[src/rtl/dmi_jtag_ctrl.sv]
// rtl/dmi_jtag_ctrl.sv - DMI access data register sequencer in the TCK domain
module dmi_jtag_ctrl #(
  parameter int unsigned AddrWidth = 7
) (
  input  logic                 tck_i,
  input  logic                 rst_i,
  input  logic                 dmi_access_i,
  input  logic                 capture_dr_i,
  input  logic                 shift_dr_i,
  input  logic                 update_dr_i,
  input  logic                 dmi_reset_i,
  input  logic                 tdi_i,
  output logic                 tdo_o,
  output logic [1:0]           dmi_error_o,
  output logic                 dmi_req_valid_o,
  input  logic                 dmi_req_ready_i,
  output logic [1:0]           dmi_req_op_o,
  output logic [AddrWidth-1:0] dmi_req_addr_o,
  output logic [31:0]          dmi_req_data_o,
  input  logic                 dmi_resp_valid_i,
  output logic                 dmi_resp_ready_o,
  input  logic [31:0]          dmi_resp_data_i,
  input  logic [1:0]           dmi_resp_resp_i
);

  localparam int unsigned DrWidth = AddrWidth + 34;

  localparam logic [1:0] OpRead  = 2'd1;
  localparam logic [1:0] OpWrite = 2'd2;
  localparam logic [1:0] ErrFail = 2'd2;
  localparam logic [1:0] ErrBusy = 2'd3;

  typedef enum logic [2:0] {
    Idle,
    Read,
    WaitRead,
    Write,
    WaitWrite
  } state_e;

  state_e                 state_q;
  logic [DrWidth-1:0]     dr_q;
  logic [AddrWidth-1:0]   addr_q;
  logic [31:0]            data_q;
  logic [1:0]             error_q;

  logic                   capture;
  logic                   shift;
  logic                   update;
  logic                   is_idle;
  logic                   in_wait;
  logic                   resp_fire;
  logic                   set_busy;
  logic                   set_fail;
  logic                   req_accept;
  logic [1:0]             error_d;

  // Decode TAP strobes and work out the sticky error for this cycle
  always_comb begin
    capture    = capture_dr_i & dmi_access_i;
    shift      = shift_dr_i & dmi_access_i;
    update     = update_dr_i & dmi_access_i;
    is_idle    = (state_q == Idle);
    in_wait    = (state_q == WaitRead) || (state_q == WaitWrite);
    resp_fire  = in_wait & dmi_resp_valid_i;
    // Capture while busy reports busy; an update while busy only counts if no error is latched yet
    set_busy   = ~is_idle & (capture | (update & (error_q == 2'd0)));
    set_fail   = resp_fire & (dmi_resp_resp_i != 2'd0) & (error_q == 2'd0);
    req_accept = update & (error_q == 2'd0) & is_idle;
    error_d    = error_q;
    // dmireset beats any same-cycle set; busy is reported in preference to fail
    if (dmi_reset_i) begin
      error_d = 2'd0;
    end else if (set_busy) begin
      error_d = ErrBusy;
    end else if (set_fail) begin
      error_d = ErrFail;
    end
  end

  // Shift register, holding registers and transaction sequencer
  always_ff @(posedge tck_i) begin
    if (rst_i) begin
      state_q <= Idle;
      dr_q    <= '0;
      addr_q  <= '0;
      data_q  <= '0;
      error_q <= 2'd0;
    end else begin
      error_q <= error_d;

      if (capture) begin
        dr_q <= {addr_q, data_q, error_d};
      end else if (shift) begin
        dr_q <= {tdi_i, dr_q[DrWidth-1:1]};
      end

      if (req_accept) begin
        addr_q <= dr_q[DrWidth-1 -: AddrWidth];
        data_q <= dr_q[33:2];
      end

      case (state_q)
        Idle: begin
          if (req_accept) begin
            case (dr_q[1:0])
              OpRead:  state_q <= Read;
              OpWrite: state_q <= Write;
              default: state_q <= Idle;
            endcase
          end
        end
        Read: begin
          if (dmi_req_ready_i) state_q <= WaitRead;
        end
        Write: begin
          if (dmi_req_ready_i) state_q <= WaitWrite;
        end
        WaitRead: begin
          if (dmi_resp_valid_i) begin
            data_q  <= dmi_resp_data_i;
            state_q <= Idle;
          end
        end
        WaitWrite: begin
          if (dmi_resp_valid_i) state_q <= Idle;
        end
        default: state_q <= Idle;
      endcase
    end
  end

  assign tdo_o            = dr_q[0];
  assign dmi_error_o      = error_q;
  assign dmi_req_valid_o  = (state_q == Read) || (state_q == Write);
  assign dmi_req_op_o     = (state_q == Read)  ? OpRead  :
                            (state_q == Write) ? OpWrite : 2'd0;
  assign dmi_req_addr_o   = addr_q;
  assign dmi_req_data_o   = data_q;
  assign dmi_resp_ready_o = in_wait;

endmodule

[config.mk]
export PLATFORM = sky130hd
export DESIGN_NAME = dmi_jtag_ctrl
export DESIGN_NICKNAME = d
export VERILOG_FILES = /design/src/rtl/dmi_jtag_ctrl.sv
export SDC_FILE = /design/constraint.sdc
export NUM_CORES = 1
export LEC_CHECK = 0
export ABC_AREA = 1
export BUFFER_PORTS_ARGS = -buffer_cell sky130_fd_sc_hd__buf_2
export CORE_MARGIN = 2
export CORE_UTILIZATION = 52
export CTS_CLUSTER_DIAMETER = 60
export CTS_CLUSTER_SIZE = 12
export DETAILED_ROUTE_END_ITERATION = 8
export PLACE_DENSITY = 0.76
export RECOVER_POWER = 50
export SYNTH_ARGS = -nofsm -noshare
export SYNTH_HDL_FRONTEND = slang
export SYNTH_SLANG_ARGS = --single-unit
[constraint.sdc]
create_clock -name tck_i -period 1.5 [get_ports tck_i]
set_input_delay 0.45 -clock tck_i [delete_from_list [all_inputs] [get_ports tck_i]]
set_output_delay 0.45 -clock tck_i [all_outputs]
set_load 0.02 [all_outputs]
==> flow_summary_export.csv <==
group,metric,value,unit
hold_path,min_path_type,"in2reg",
grt,grt_max_degree,57,
timing,finalHoldViolCount,0,
clock_network,clkSinkCount,85,
finish,nets,803,
die,die_w,94.8,µm
worst_setup_path,critPathCaptureType,"primary output",
clock_network,clk_path_buf_depth,2,
detailed_routing,viasPerCell,5.11,
clock_network,clk_latency,0.36,ns
flow_run,maxCapViolCount,0,
detailed_routing,wirelength,10.6,mm
worst_setup_path,r2r-end,"dmi_req_data_o[3]",
worst_setup_path,start_kind,"flop",
finish,finalInstanceArea,5170,µm²
grt,grt_first_pass_wirelength,17.0,mm
yosys,synth-seq-area-share,39.7,%
detailed_routing,avgRoutedWirePerCell,12.2,µm
timing,rsz0062_at_grt,"yes",
grt,antenna_found_initial,0,
worst_setup_path,r2r_start,"state_q[0]",
die,io_pins,90,
finish,area_growth,20.6,%
finish,ff_latch_area,1710,µm²
worst_setup_path,path_cells,"inv_4 -> nor2_4 -> inv_2 -> nor2_2 -> buf_6",
timing,worst_pin_slew,0.379,ns
grt,grt_pass1_vias,3814,
timing,relSlewSlack,74.7,%
pwr,power,6.62,mW
place,place_area,4850,µm²
yosys,syn_avg_cell_area,6.34,µm²
yosys,syn-num-nets,721,
detailed_routing,ant_nets,0,
pwr,p_leak,3.01,nW
clock_network,clock-root-buffer,"clkbuf_8",
worst_setup_path,ff2ff_path_depth,8,
timing,hold_ws,0.350,ns
yosys,ys_ff_latch,85,
detailed_routing,drt_iter0_drc,281,
clock_network,h-tree-depth,3,
timing,setup_viol,4,
worst_setup_path,cp-startpoint,"state_q[0]",
finish,multi_input_comb_area,1930,µm²
clock_network,tritoncts,"built",
worst_setup_path,cp_slowest_cell,"dfxtp_4",
finish,fillers,756,
run_status,status,"complete, but fails checks",
worst_setup_path,crit_path_max_incr_delay,0.39,ns
timing,min_period_over_period,109,%
yosys,syn_area,4290,µm²
worst_setup_path,crit_end,"dmi_req_op_o[0]",
yosys,ys_types,24,
die,coreArea,8090,µm²
grt,grt_util_all_layers,23.5,%
clock_network,cts.clk_slew.worst_paths,0.09,ns
timing,post-route-worst-setup-slack,-0.141,ns
detailed_routing,vias,4433,
timing,fin_worst_skew,0.0125,ns
worst_setup_path,cp.required,1.05,ns
place,place_ws,-0.160,ns
pwr,powerDensity,1280,nW/µm²
finish,antenna-diode-count,0,
yosys,netlist_instances,676,
timing,max_freq,609,MHz
timing,min_period,1.64,ns
detailed_routing,firstDrtPassIters,5,
die,die-height,94.8,µm
place,dp_hpwl,6.62,mm
worst_setup_path,critical_path_arrival,1.19,ns
worst_setup_path,path_max_fanout,5,
finish,final_util,63.9,%
timing,drv_slew,0,
grt,globalRoute.totalOverflow,0,
clock_network,cts_made_buffers,9,
worst_setup_path,r2r_slack,0.09,ns
die,num_rows,33,
place,io_buffers,89,
yosys,synth_warnings,0,
worst_setup_path,critPathKind,"reg2out",
detailed_routing,drc,0,
finish,drive_gt1_share,16.1,%
run_status,failed_checks,"setup timing",
die,start_util,53.0,%
pwr,peakVddDrop,560,µV
die,die_area,8990,µm²
place,place_congestion,0.760,
## cell usage after synthesis, drive strengths merged
master | number | share of area, %
and2 | 1 | 0.15
inv | 124 | 11
ha | 1 | 0.29
nand2 | 198 | 17
a21boi | 1 | 0.18
nand4 | 2 | 0.44
buf | 20 | 3.1
nand3b | 1 | 0.18
nor2 | 22 | 2.5
nand3 | 138 | 16
o22ai | 6 | 0.88
dfxtp | 85 | 40
clkinv | 2 | 0.18
o21ai | 48 | 5.6
clkbuf | 21 | 1.8
a21oi | 6 | 0.70
## per-layer routing
layer / share of wire, % / track usage (%) / vias to the layer above / wire length, µm
met5: 0 / 0 / - / 0
met1: 45 / 30.9 / 2014 / 4750
met3: 5.9 / 2.87 / 15 / 624
met4: 1.8 / 8.82 / 0 / 187
met2: 47 / 39.5 / 151 / 5020
li1: - / - / 2253 / -
## timing repair
item | 4_1_cts | 5_1_grt
cloned | 0 | 1
gates resized for setup | 16 | 10
pin swaps | 1 | 0
endpoints found under the setup margin | 35 | 43
hold buffers | 0 | 0
buffers inserted | 5 | 0
## how the worst min path moves through the flow
stage	startpoint	end	slack (ns)	cells after the start
5_1_grt	dmi_reset_i	dmi_error_o[1]	0.38	4
6_report	dmi_reset_i	dmi_error_o[1]	0.35	4
4_1_cts	dmi_reset_i	dmi_error_o[1]	0.35	4
3_5_place_dp	dr_q[39]	dmi_req_addr_o[5]	0.46	2
2_1_floorplan	dr_q[35]	dmi_req_addr_o[1]	0.44	2
3_3_place_gp	dr_q[35]	dmi_req_addr_o[1]	0.45	2
## layout by cell type (no fill, tap or decap), drive strengths merged
cell	count
clkinv	5
nand4	2
nand2	198
a21oi	6
o21ai	48
bufinv	2
inv	125
o22ai	6
clkbuf	34
ha	1
a21boi	1
nor2	22
buf	87
clkinvlp	1
dfxtp	85
and2	1
nand3b	1
nand3	138
## sequential cells by signal, indices dropped and copies added (netlist names)
signal          count
dmi_req_addr_o      7
dmi_req_data_o     32
state_q             3
dr_q               41
dmi_error_o         2
## per-stage QoR
stage | instances | TNS (ns)
final | 868 | -0.376
after global routing | 868 | -1.02
after CTS | 867 | -0.298
after detailed placement | 846 | -7.24
after global placement | 846 | -6.29
after floorplan | 676 | 0
## final cells by class
| cell class | instances | area share, % |
|---|---|---|
| well taps | 105 | 2.54 |
| flip-flops and latches | 85 | 33.1 |
| clock buffers | 9 | 2.40 |
| clock inverters | 7 | 1.91 |
| repair buffers | 112 | 13.4 |
| multi-input cells | 424 | 37.4 |
| inverters | 126 | 9.24 |
## worst max-delay path, delay by kind of cell, from the launching register on
kind,cells,cell delay (ns)
flip-flops,1,0.39
AND/OR/NAND/NOR,2,0.20
buffers and inverters,3,0.24
## power by group
part / internal (mW) / switching (mW)
Clock: 0.947 / 0.889
Sequential: 2.55 / 0.248
Combinational: 0.724 / 1.27
## cell families (layout without fill, tap and decap cells)
kind of cell,after synthesis,after routing,synth area share [%]
and+or+nand+nor,362,362,36.7
buffers and inverters,167,254,15.9
DFF,85,85,39.7
AOI/OAI and AO/OA,61,61,7.35
adders and majority gates,1,1,0.292
(Power assumes the default switching activity.)
